--- config.mk ---
export PLATFORM = sky130hd
export DESIGN_NAME = dbus_wb_master
export DESIGN_NICKNAME = d
export VERILOG_FILES = /design/src/rtl/dbus_pkg.sv /design/src/rtl/dbus_lane_align.sv /design/src/rtl/dbus_wb_master.sv
export SDC_FILE = /design/constraint.sdc
export NUM_CORES = 1
export LEC_CHECK = 0
export BUFFER_PORTS_ARGS = -buffer_cell sky130_fd_sc_hd__buf_2
export CAP_MARGIN = 20
export CORE_ASPECT_RATIO = 0.9
export CORE_MARGIN = 5
export CORE_UTILIZATION = 45
export CTS_CLUSTER_DIAMETER = 200
export DETAILED_ROUTE_END_ITERATION = 10
export PLACE_DENSITY = 0.76
export SETUP_SLACK_MARGIN = 0.3
export SLEW_MARGIN = 20
export SYNTH_ARGS = -nofsm -noshare
export SYNTH_HDL_FRONTEND = slang
export SYNTH_HIERARCHICAL = 1
export SYNTH_SLANG_ARGS = --single-unit
export TNS_END_PERCENT = 5
--- constraint.sdc ---
create_clock -name clk_i -period 4.4 [get_ports clk_i]
set_input_delay 1.1 -clock clk_i [delete_from_list [all_inputs] [get_ports clk_i]]
set_output_delay 1.1 -clock clk_i [all_outputs]
set_load 0.005 [all_outputs]
--- src/rtl/dbus_pkg.sv ---
// Shared types and constants for the data-bus Wishbone master.
// Holds the FSM state encoding and the RISC-V load/store funct3 codes.
package dbus_pkg;

   typedef enum logic [1:0] {
      ST_IDLE = 2'd0,
      ST_REQ  = 2'd1,
      ST_RESP = 2'd2
   } dbus_state_t;

   localparam logic [2:0] MEM_B  = 3'b000;
   localparam logic [2:0] MEM_H  = 3'b001;
   localparam logic [2:0] MEM_W  = 3'b010;
   localparam logic [2:0] MEM_BU = 3'b100;
   localparam logic [2:0] MEM_HU = 3'b101;

endpackage

--- src/rtl/dbus_lane_align.sv ---
// Byte-lane steering between the core's LSB-aligned data and the 32-bit bus.
// Request side: select mask, store replication, alignment/opcode checks. Response side: load extract/extend.
module dbus_lane_align
   import dbus_pkg::*;
(
   input  logic [2:0]  req_op_i,
   input  logic [1:0]  req_off_i,
   input  logic [31:0] wdata_i,
   output logic [3:0]  sel_o,
   output logic [31:0] dat_o,
   output logic        misaligned_o,
   output logic        undefined_o,
   input  logic [2:0]  rsp_op_i,
   input  logic [1:0]  rsp_off_i,
   input  logic [31:0] bus_dat_i,
   output logic [31:0] rdata_o
);

   logic [7:0]  rd_byte;
   logic [15:0] rd_half;

   always_comb begin
      sel_o        = 4'b0000;
      dat_o        = wdata_i;
      misaligned_o = 1'b0;
      undefined_o  = 1'b0;
      case (req_op_i)
         MEM_B, MEM_BU: begin
            sel_o = 4'b0001 << req_off_i;
            dat_o = {4{wdata_i[7:0]}};
         end
         MEM_H, MEM_HU: begin
            sel_o        = 4'b0011 << req_off_i;
            dat_o        = {2{wdata_i[15:0]}};
            misaligned_o = req_off_i[0];
         end
         MEM_W: begin
            sel_o        = 4'b1111;
            misaligned_o = (req_off_i != 2'b00);
         end
         default: undefined_o = 1'b1;
      endcase
   end

   // Halfword lanes only ever sit at offset 0 or 2, so offset bit 1 picks the half.
   always_comb begin
      rd_byte = bus_dat_i[7:0];
      case (rsp_off_i)
         2'd0: rd_byte = bus_dat_i[7:0];
         2'd1: rd_byte = bus_dat_i[15:8];
         2'd2: rd_byte = bus_dat_i[23:16];
         2'd3: rd_byte = bus_dat_i[31:24];
         default: rd_byte = bus_dat_i[7:0];
      endcase
      rd_half = rsp_off_i[1] ? bus_dat_i[31:16] : bus_dat_i[15:0];
      case (rsp_op_i)
         MEM_B:   rdata_o = {{24{rd_byte[7]}}, rd_byte};
         MEM_BU:  rdata_o = {24'd0, rd_byte};
         MEM_H:   rdata_o = {{16{rd_half[15]}}, rd_half};
         MEM_HU:  rdata_o = {16'd0, rd_half};
         MEM_W:   rdata_o = bus_dat_i;
         default: rdata_o = 32'd0;
      endcase
   end

endmodule

--- src/rtl/dbus_wb_master.sv ---
// Data-bus bridge from the core MEM stage to a classic single-beat Wishbone master.
// Each access walks IDLE -> REQ -> RESP; faults skip REQ and answer in RESP directly.
module dbus_wb_master
   import dbus_pkg::*;
#(
   parameter int TIMEOUT_CYCLES = 255
) (
   input  logic        clk_i,
   input  logic        reset_i,
   input  logic [31:0] mem_addr_i,
   input  logic [31:0] mem_wdata_i,
   input  logic        mem_read_i,
   input  logic        mem_write_i,
   input  logic [2:0]  mem_op_i,
   output logic [31:0] mem_rdata_o,
   output logic        mem_ack_o,
   output logic        stall_o,
   output logic        bus_err_o,
   output logic        misaligned_o,
   output logic        wb_cyc_o,
   output logic        wb_stb_o,
   output logic        wb_we_o,
   output logic [31:0] wb_adr_o,
   output logic [31:0] wb_dat_o,
   output logic [3:0]  wb_sel_o,
   input  logic [31:0] wb_dat_i,
   input  logic        wb_ack_i,
   input  logic        wb_err_i
);

   localparam int CNT_W = ($clog2(TIMEOUT_CYCLES + 1) > 8) ? $clog2(TIMEOUT_CYCLES + 1) : 8;
   localparam logic [CNT_W-1:0] CNT_LAST = CNT_W'(TIMEOUT_CYCLES - 1);

   dbus_state_t state_q, state_d;
   logic [CNT_W-1:0] cnt_q, cnt_d;
   logic        cyc_q, cyc_d;
   logic        we_q, we_d;
   logic [31:0] adr_q, adr_d;
   logic [31:0] dat_q, dat_d;
   logic [3:0]  sel_q, sel_d;
   logic [2:0]  op_q, op_d;
   logic [1:0]  off_q, off_d;
   logic [31:0] rdata_q, rdata_d;
   logic        ack_q, ack_d;
   logic        err_q, err_d;
   logic        mis_q, mis_d;

   logic [3:0]  lane_sel;
   logic [31:0] lane_dat;
   logic [31:0] lane_rdata;
   logic        lane_mis;
   logic        lane_undef;
   logic        req_any;

   dbus_lane_align u_lane (
      .req_op_i     (mem_op_i),
      .req_off_i    (mem_addr_i[1:0]),
      .wdata_i      (mem_wdata_i),
      .sel_o        (lane_sel),
      .dat_o        (lane_dat),
      .misaligned_o (lane_mis),
      .undefined_o  (lane_undef),
      .rsp_op_i     (op_q),
      .rsp_off_i    (off_q),
      .bus_dat_i    (wb_dat_i),
      .rdata_o      (lane_rdata)
   );

   assign req_any = mem_read_i | mem_write_i;

   always_comb begin
      state_d = state_q;
      cnt_d   = cnt_q;
      cyc_d   = cyc_q;
      we_d    = we_q;
      adr_d   = adr_q;
      dat_d   = dat_q;
      sel_d   = sel_q;
      op_d    = op_q;
      off_d   = off_q;
      rdata_d = rdata_q;
      ack_d   = 1'b0;
      err_d   = 1'b0;
      mis_d   = 1'b0;
      stall_o = 1'b0;
      case (state_q)
         ST_IDLE: begin
            if (req_any) begin
               stall_o = 1'b1;
               if (lane_undef || lane_mis) begin
                  state_d = ST_RESP;
                  ack_d   = 1'b1;
                  err_d   = lane_undef;
                  mis_d   = ~lane_undef;
                  rdata_d = 32'd0;
               end else begin
                  state_d = ST_REQ;
                  cyc_d   = 1'b1;
                  cnt_d   = '0;
                  we_d    = mem_write_i;
                  adr_d   = {mem_addr_i[31:2], 2'b00};
                  dat_d   = lane_dat;
                  sel_d   = lane_sel;
                  op_d    = mem_op_i;
                  off_d   = mem_addr_i[1:0];
               end
            end
         end
         ST_REQ: begin
            stall_o = 1'b1;
            // Error takes priority over a simultaneous ack; the timeout behaves like an error.
            if (wb_err_i || (!wb_ack_i && cnt_q == CNT_LAST)) begin
               state_d = ST_RESP;
               cyc_d   = 1'b0;
               ack_d   = 1'b1;
               err_d   = 1'b1;
               rdata_d = 32'd0;
            end else if (wb_ack_i) begin
               state_d = ST_RESP;
               cyc_d   = 1'b0;
               ack_d   = 1'b1;
               rdata_d = we_q ? 32'd0 : lane_rdata;
            end else begin
               cnt_d = cnt_q + CNT_W'(1);
            end
         end
         ST_RESP: begin
            state_d = ST_IDLE;
         end
         default: begin
            state_d = ST_IDLE;
            cyc_d   = 1'b0;
         end
      endcase
   end

   always_ff @(posedge clk_i or posedge reset_i) begin
      if (reset_i) begin
         state_q <= ST_IDLE;
         cnt_q   <= '0;
         cyc_q   <= 1'b0;
         we_q    <= 1'b0;
         adr_q   <= 32'd0;
         dat_q   <= 32'd0;
         sel_q   <= 4'd0;
         op_q    <= 3'd0;
         off_q   <= 2'd0;
         rdata_q <= 32'd0;
         ack_q   <= 1'b0;
         err_q   <= 1'b0;
         mis_q   <= 1'b0;
      end else begin
         state_q <= state_d;
         cnt_q   <= cnt_d;
         cyc_q   <= cyc_d;
         we_q    <= we_d;
         adr_q   <= adr_d;
         dat_q   <= dat_d;
         sel_q   <= sel_d;
         op_q    <= op_d;
         off_q   <= off_d;
         rdata_q <= rdata_d;
         ack_q   <= ack_d;
         err_q   <= err_d;
         mis_q   <= mis_d;
      end
   end

   assign wb_cyc_o     = cyc_q;
   assign wb_stb_o     = cyc_q;
   assign wb_we_o      = we_q;
   assign wb_adr_o     = adr_q;
   assign wb_dat_o     = dat_q;
   assign wb_sel_o     = sel_q;
   assign mem_rdata_o  = rdata_q;
   assign mem_ack_o    = ack_q;
   assign bus_err_o    = err_q;
   assign misaligned_o = mis_q;

endmodule

* After elaboration in Yosys (flattened, before gate mapping)
Index checks and enable logic that the tools add are counted.
** Operators by class
- Add/sub/neg operators :: 1
- Multipliers :: 0
- Divide/modulo/power cells :: 0
- Order comparisons :: 0
- Equal/unequal tests :: 20
- Shifts and indexed selects :: 2
- Multiplexer cells :: 42
- Bitwise gates (word level) :: 3
- Reduce and logical (&&, ||, !) cells :: 18
** Operators by type and width (count)
- $mux W32 :: 5
- $pmux W32 S5 :: 1
- $pmux W32 S2 :: 2
- $mux W8 :: 4
- $pmux W8 S4 :: 1
- $mux W1 :: 16
- $mux W16 :: 1
- $pmux W8 S2 :: 1
- $eq A3 B3 Y1 const B :: 4
- $pmux W4 S3 :: 1
- $ne A2 B2 Y1 const B :: 5
- $add A8 B1 Y8 const B :: 1
- $eq A8 B8 Y1 const B :: 1
- $mux W2 :: 4
- $pmux W1 S2 :: 4
- $reduce_and A4 Y1 :: 2
- $eq A2 B2 Y1 const B :: 3
- $eq A3 B1 Y1 const B :: 2
- $eq A3 B2 Y1 const B :: 2
- $logic_not A3 Y1 :: 2
- $reduce_and A5 Y1 :: 1
- $reduce_or A5 Y1 :: 1
- $eq A2 B1 Y1 const B :: 2
- $logic_not A2 Y1 :: 2
- other kinds (14) :: 18
** Word-level totals
- Flip-flop bits (word level) :: 118
- Bits in latches :: 0
- Bits in writable memories :: 0
- Memory bits (read-only) :: 0
- Output and inout port bits :: 107
- Logic and storage cells :: 99
- Memories :: 0

* Longest topological paths before layout
- Depth in word-level cells :: 7
- Depth in mapped cells :: 10
- Mapped depth without buffers :: 7

* Modules after synthesis
Netlist, hierarchy kept.
** Modules (own cells, without submodules)
- dbus_wb_master :: instances 1, cells each 526, area each 4982.3 um^2, sequential area each 2952.8 um^2
- dbus_lane_align :: instances 1, cells each 191, area each 1442.6 um^2, sequential area each 0.0 um^2

* Worst setup path before layout
OpenSTA, ideal clock, no wires.
- Kind :: input -> register
- From :: in mem_op_i[1]
- To :: reg op_q[1]
- Setup time :: 116 ps
- Arrival time :: 2828 ps
- Setup slack :: 1456 ps
- Cell stages on the path :: 9
- Path through :: clkbuf_1 > clkbuf_1 > o21ai_0 > nor4_1 > nand2_1 > buf_2 > buf_2 > nand2_1 > nand2_1
** Between the ends
- Longest elaborated chain between the ends :: 6
** Ends and longest elaborated chain
- start: declaration :: RTL line dbus_wb_master.sv:14 : input logic [2:0] mem_op_i,
- $eq A3 B1 Y1 / $eq A3 B3 Y1 (equally long branches) :: RTL line dbus_lane_align.sv:27 : case (req_op_i)
- $reduce_or A2 Y1 :: RTL line dbus_lane_align.sv:27
- $pmux W1 S2 (*) :: RTL line dbus_lane_align.sv:27
- via lane_mis :: RTL line dbus_wb_master.sv:51 : logic lane_mis;
- $logic_or A1 B1 Y1 (*) :: RTL line dbus_wb_master.sv:90 : if (lane_undef || lane_mis) begin
- $not A1 Y1 (no line) (*)
- $reduce_and A3 Y1 (no line) (*)
- end signal: assignment :: RTL line dbus_wb_master.sv:160 : op_q <= op_d;
- end: declaration :: RTL line dbus_wb_master.sv:41 : logic [2:0] op_q, op_d;
The timed path passes the listed nets; every way through them passes the cells marked *.
A chain may end at the register's enable or synchronous reset.

* Worst setup path in the final report
- From :: in mem_op_i[0]
- To :: reg cnt_q[3]
** Between the ends
- Longest elaborated chain between the ends :: 6
** Ends and longest elaborated chain
- $eq A3 B1 Y1 / $eq A3 B3 Y1 (equally long branches) :: RTL line dbus_lane_align.sv:27
- $reduce_or A2 Y1 :: RTL line dbus_lane_align.sv:27
- $pmux W1 S2 (*) :: RTL line dbus_lane_align.sv:27
- via lane_mis :: RTL line dbus_wb_master.sv:51
- $logic_or A1 B1 Y1 (*) :: RTL line dbus_wb_master.sv:90
- $ne A2 B2 Y1 (no line) (*)
- $reduce_and A5 Y1 (no line) (*)
- end signal: assignment :: RTL line dbus_wb_master.sv:154 : cnt_q <= cnt_d;
- end: declaration :: RTL line dbus_wb_master.sv:35 : logic [CNT_W-1:0] cnt_q, cnt_d;
Marks and branches as above.

==> impl_metrics.ini <==
[yosys]
ys_top_cells_by_area = dfrtp_1 (46%), nand2_1 (15%), mux2i_1 (7.5%)
ys_ff_latch = 118
synth_flop_cell = dfrtp_1
synth_warnings = 6
synth.largest_area_cell = dfrtp_1
yosysSeqAreaShare_pct = 46.0
ys_types = 59
postSynth.asyncResetShare_pct = 100
yosysTopAreaCellShare_pct = 46.0
syn-instance-count = 717
synth_edf_count = 0
netlist_area_mm2 = 0.00642
avgSynthCellArea_um2 = 8.96

[timing]
finClkSkew_ns = 0.00605
min_period_ns = 3.20
fin_crit_sh_pct = 72.8
worst_slew_pin_slew_ns = 1.05
finalSetupTns_ns = 0
setup_viol = 0
grt_setup_unrepaired = no
relSlewSlack_pct = 29.7
fmax_mhz = 312
slew_violations = 0
final-hold-violation-count = 0

[floorplanning]
initial_utilization_pct = 45.9
coreArea_mm2 = 0.0140
die_area_mm2 = 0.0168
io_pins = 212
fp.dieH_um = 123
die_w_um = 136
num_rows = 41

[clock_network]
cts_setup_buffers = 0
cts_tree = built
clk_pin_slew_ns = 0.06
cts_sinks = 118
clockRootBuffer = clkbuf_16
numCtsBuffers = 17
cts_resized = 0
htree_levels = 4
insertion_delay_ns = 0.41
max-clock-path-buffers = 2
ctsHoldBuffers = 0

[routing]
wl_per_cell_um = 15.9
drc = 0
vias = 5669
postRouteWirelength_um = 17500
drt_first_pass_iters = 5
ant_nets = 0
viasPerCell = 5.16
drt-initial-drc-count = 410

[final_layout]
seq_area_mm2 = 0.00295
finalNetCount = 999
utilization_pct = 57.3
antennaDiodeCount = 0
layout-area-overhead-vs-synth_pct = 24.8
instances_no_fill = 1098
multi_input_area_mm2 = 0.00294
drive_above_1_share_pct = 32.8
fillCellCount = 1274

[place]
placed_cells = 1066
hpwl_um = 12300
gp_congestion = 0.839
port_buffers = 209

[global_routing]
grt_max_degree = 90
grt_use_total_pct = 21.4
grt_overflow = 0
antenna_found_initial = 2
grt_first_pass_wirelength_um = 28000
grt_pass1_vias = 5469

[power_and_ir_drop]
powerDensity_mw_per_mm2 = 621
intPower_uw = 3160
pwr-share-seq_pct = 36.2
power.switching_uw = 1810
clkPwrFrac_pct = 28.9
leakage_uw = 0.00424
vdd_drop_max_v = 0.000356
sw_frac_of_total_pct = 36.4
combPwrFrac_pct = 35.0

[critical_path]
timing.critical_path.to_type = flop
start_kind = input port
worstSetupPathType = input port to flop
critPathMaxFanout = 76
worstPathArrival_ns = 3.50
cp_data_required_time_ns = 4.70

[run_status]
status = finished clean

[run]
max-cap-violations = 0

[min_path]
min_path_type = flop to flop
[worst max-delay path, cell delays in order]
cell and delay [ns]:
buf_2 0.31, nor2_1 0.14, o211ai_1 0.11, o21ai_0 0.16, nor4_1 0.70, nand2_2 0.08
buf_4 0.38, mux2_4 0.36, a21o_1 0.17
[metal layers]
layer	GRT usage [%]	vias to the layer above	wire [um]
met4	7.18	4	362
met5	0	-	27
met2	32.3	243	7990
met1	28.3	2644	7410
met3	8.54	31	1680
li1	-	2747	-
[final timing paths]
kind                                                    end  slack, ns               startpoint  cells after the start
worst max-delay path                   cnt_q[3]$_DFFE_PP0P_       1.20              mem_op_i[0]                      9
worst min-delay path                wb_dat_o[9]$_DFFE_PP0P_       0.47  wb_dat_o[9]$_DFFE_PP0P_                      2
worst max register to register  mem_rdata_o[21]$_DFFE_PP0P_       1.94     off_q[1]$_DFFE_PP0P_                      5
worst min register to register      wb_dat_o[9]$_DFFE_PP0P_       0.47  wb_dat_o[9]$_DFFE_PP0P_                      2
max in group asynchronous           wb_dat_o[0]$_DFFE_PP0P_       2.73                  reset_i                      3
min in group asynchronous       mem_rdata_o[28]$_DFFE_PP0P_       0.79                  reset_i                      2
[power by group through the flow]
stage               clock network, uW  logic, uW  registers [uW]
floorplan                           0       1290            1680
finish                           1440       1740            1800
global route                     1520       1950            1860
CTS                              1460       1750            1800
global placement                    0       1710            1810
detailed placement                  0       1750            1800
[final cells by class]
| cell class | count | share of cell area [%] |
|---|---|---|
| repair buffers | 215 | 13.9 |
| well taps | 193 | 3.01 |
| clock inverters | 12 | 1.87 |
| flip-flops and latches | 118 | 36.8 |
| inverters | 38 | 1.83 |
| clock buffers | 20 | 5.82 |
| multi-input cells | 502 | 36.7 |
[sequential cells by signal (all words and copies together), names as in the netlist]
name and flops:
off_q 2, bus_err_o 1, mem_rdata_o 32, wb_sel_o 4, wb_we_o 1, wb_dat_o 32
wb_adr_o 30, state_q 2, misaligned_o 1, cnt_q 8, wb_cyc_o 1, mem_ack_o 1
op_q 3
[stage by stage]
stage	worst slack [ns]	hold slack (ns)	area [um^2]	total power, uW
3_3_place_gp	0.830	0.455	7400	3520
4_1_cts	1.20	0.472	8020	5010
2_1_floorplan	1.46	0.438	6430	2980
5_1_grt	0.888	0.487	8020	5330
6_report	1.20	0.467	8020	4980
3_5_place_dp	0.765	0.458	7400	3550
[synth_stat cells (all sizes together) (2+ instances only)]
library cell,number
a21o,3
dfrtp,118
nand3,7
nor3b,2
o21ai,20
and2,2
a22oi,17
o31ai,4
clkbuf,11
buf,49
mux2i,48
a32oi,2
nand2,263
ha,2
mux2,29
nor2b,3
nor4,2
nand2b,3
inv,38
a211o,2
and4b,2
a221oi,7
nor2,8
a21oi,31
o22ai,8
a211oi,16
nand4b,2
[logic make-up after synthesis]
group | synth area share [%]
buf+inv | 8.33
other cells | 0.0584
compound gates | 13.1
flops | 46.0
fa+ha+maj | 0.389
xor+xnor | 0.136
simple gates | 19.4
mux | 12.7
[cells in the final DEF (no fill, tap or decap), types with 3 or more instances in the layout]
| master | n |
|---|---|
| mux2i_1 | 48 |
| nor2b_1 | 3 |
| bufinv_16 | 3 |
| a21o_1 | 3 |
| mux2_2 | 27 |
| nand3_1 | 7 |
| inv_1 | 36 |
| clkinvlp_4 | 4 |
| o21ai_0 | 18 |
| clkbuf_8 | 3 |
| a21oi_1 | 26 |
| a22oi_1 | 16 |
| nor2_1 | 6 |
| a221oi_1 | 7 |
| clkinv_2 | 4 |
| nand2b_1 | 3 |
| clkbuf_16 | 17 |
| a211oi_1 | 15 |
| buf_2 | 209 |
| buf_4 | 4 |
| nand2_1 | 261 |
| dfrtp_1 | 118 |
| o22ai_1 | 8 |
| o31ai_1 | 4 |
| a21oi_2 | 5 |
Power figures use the tool's default switching activity.
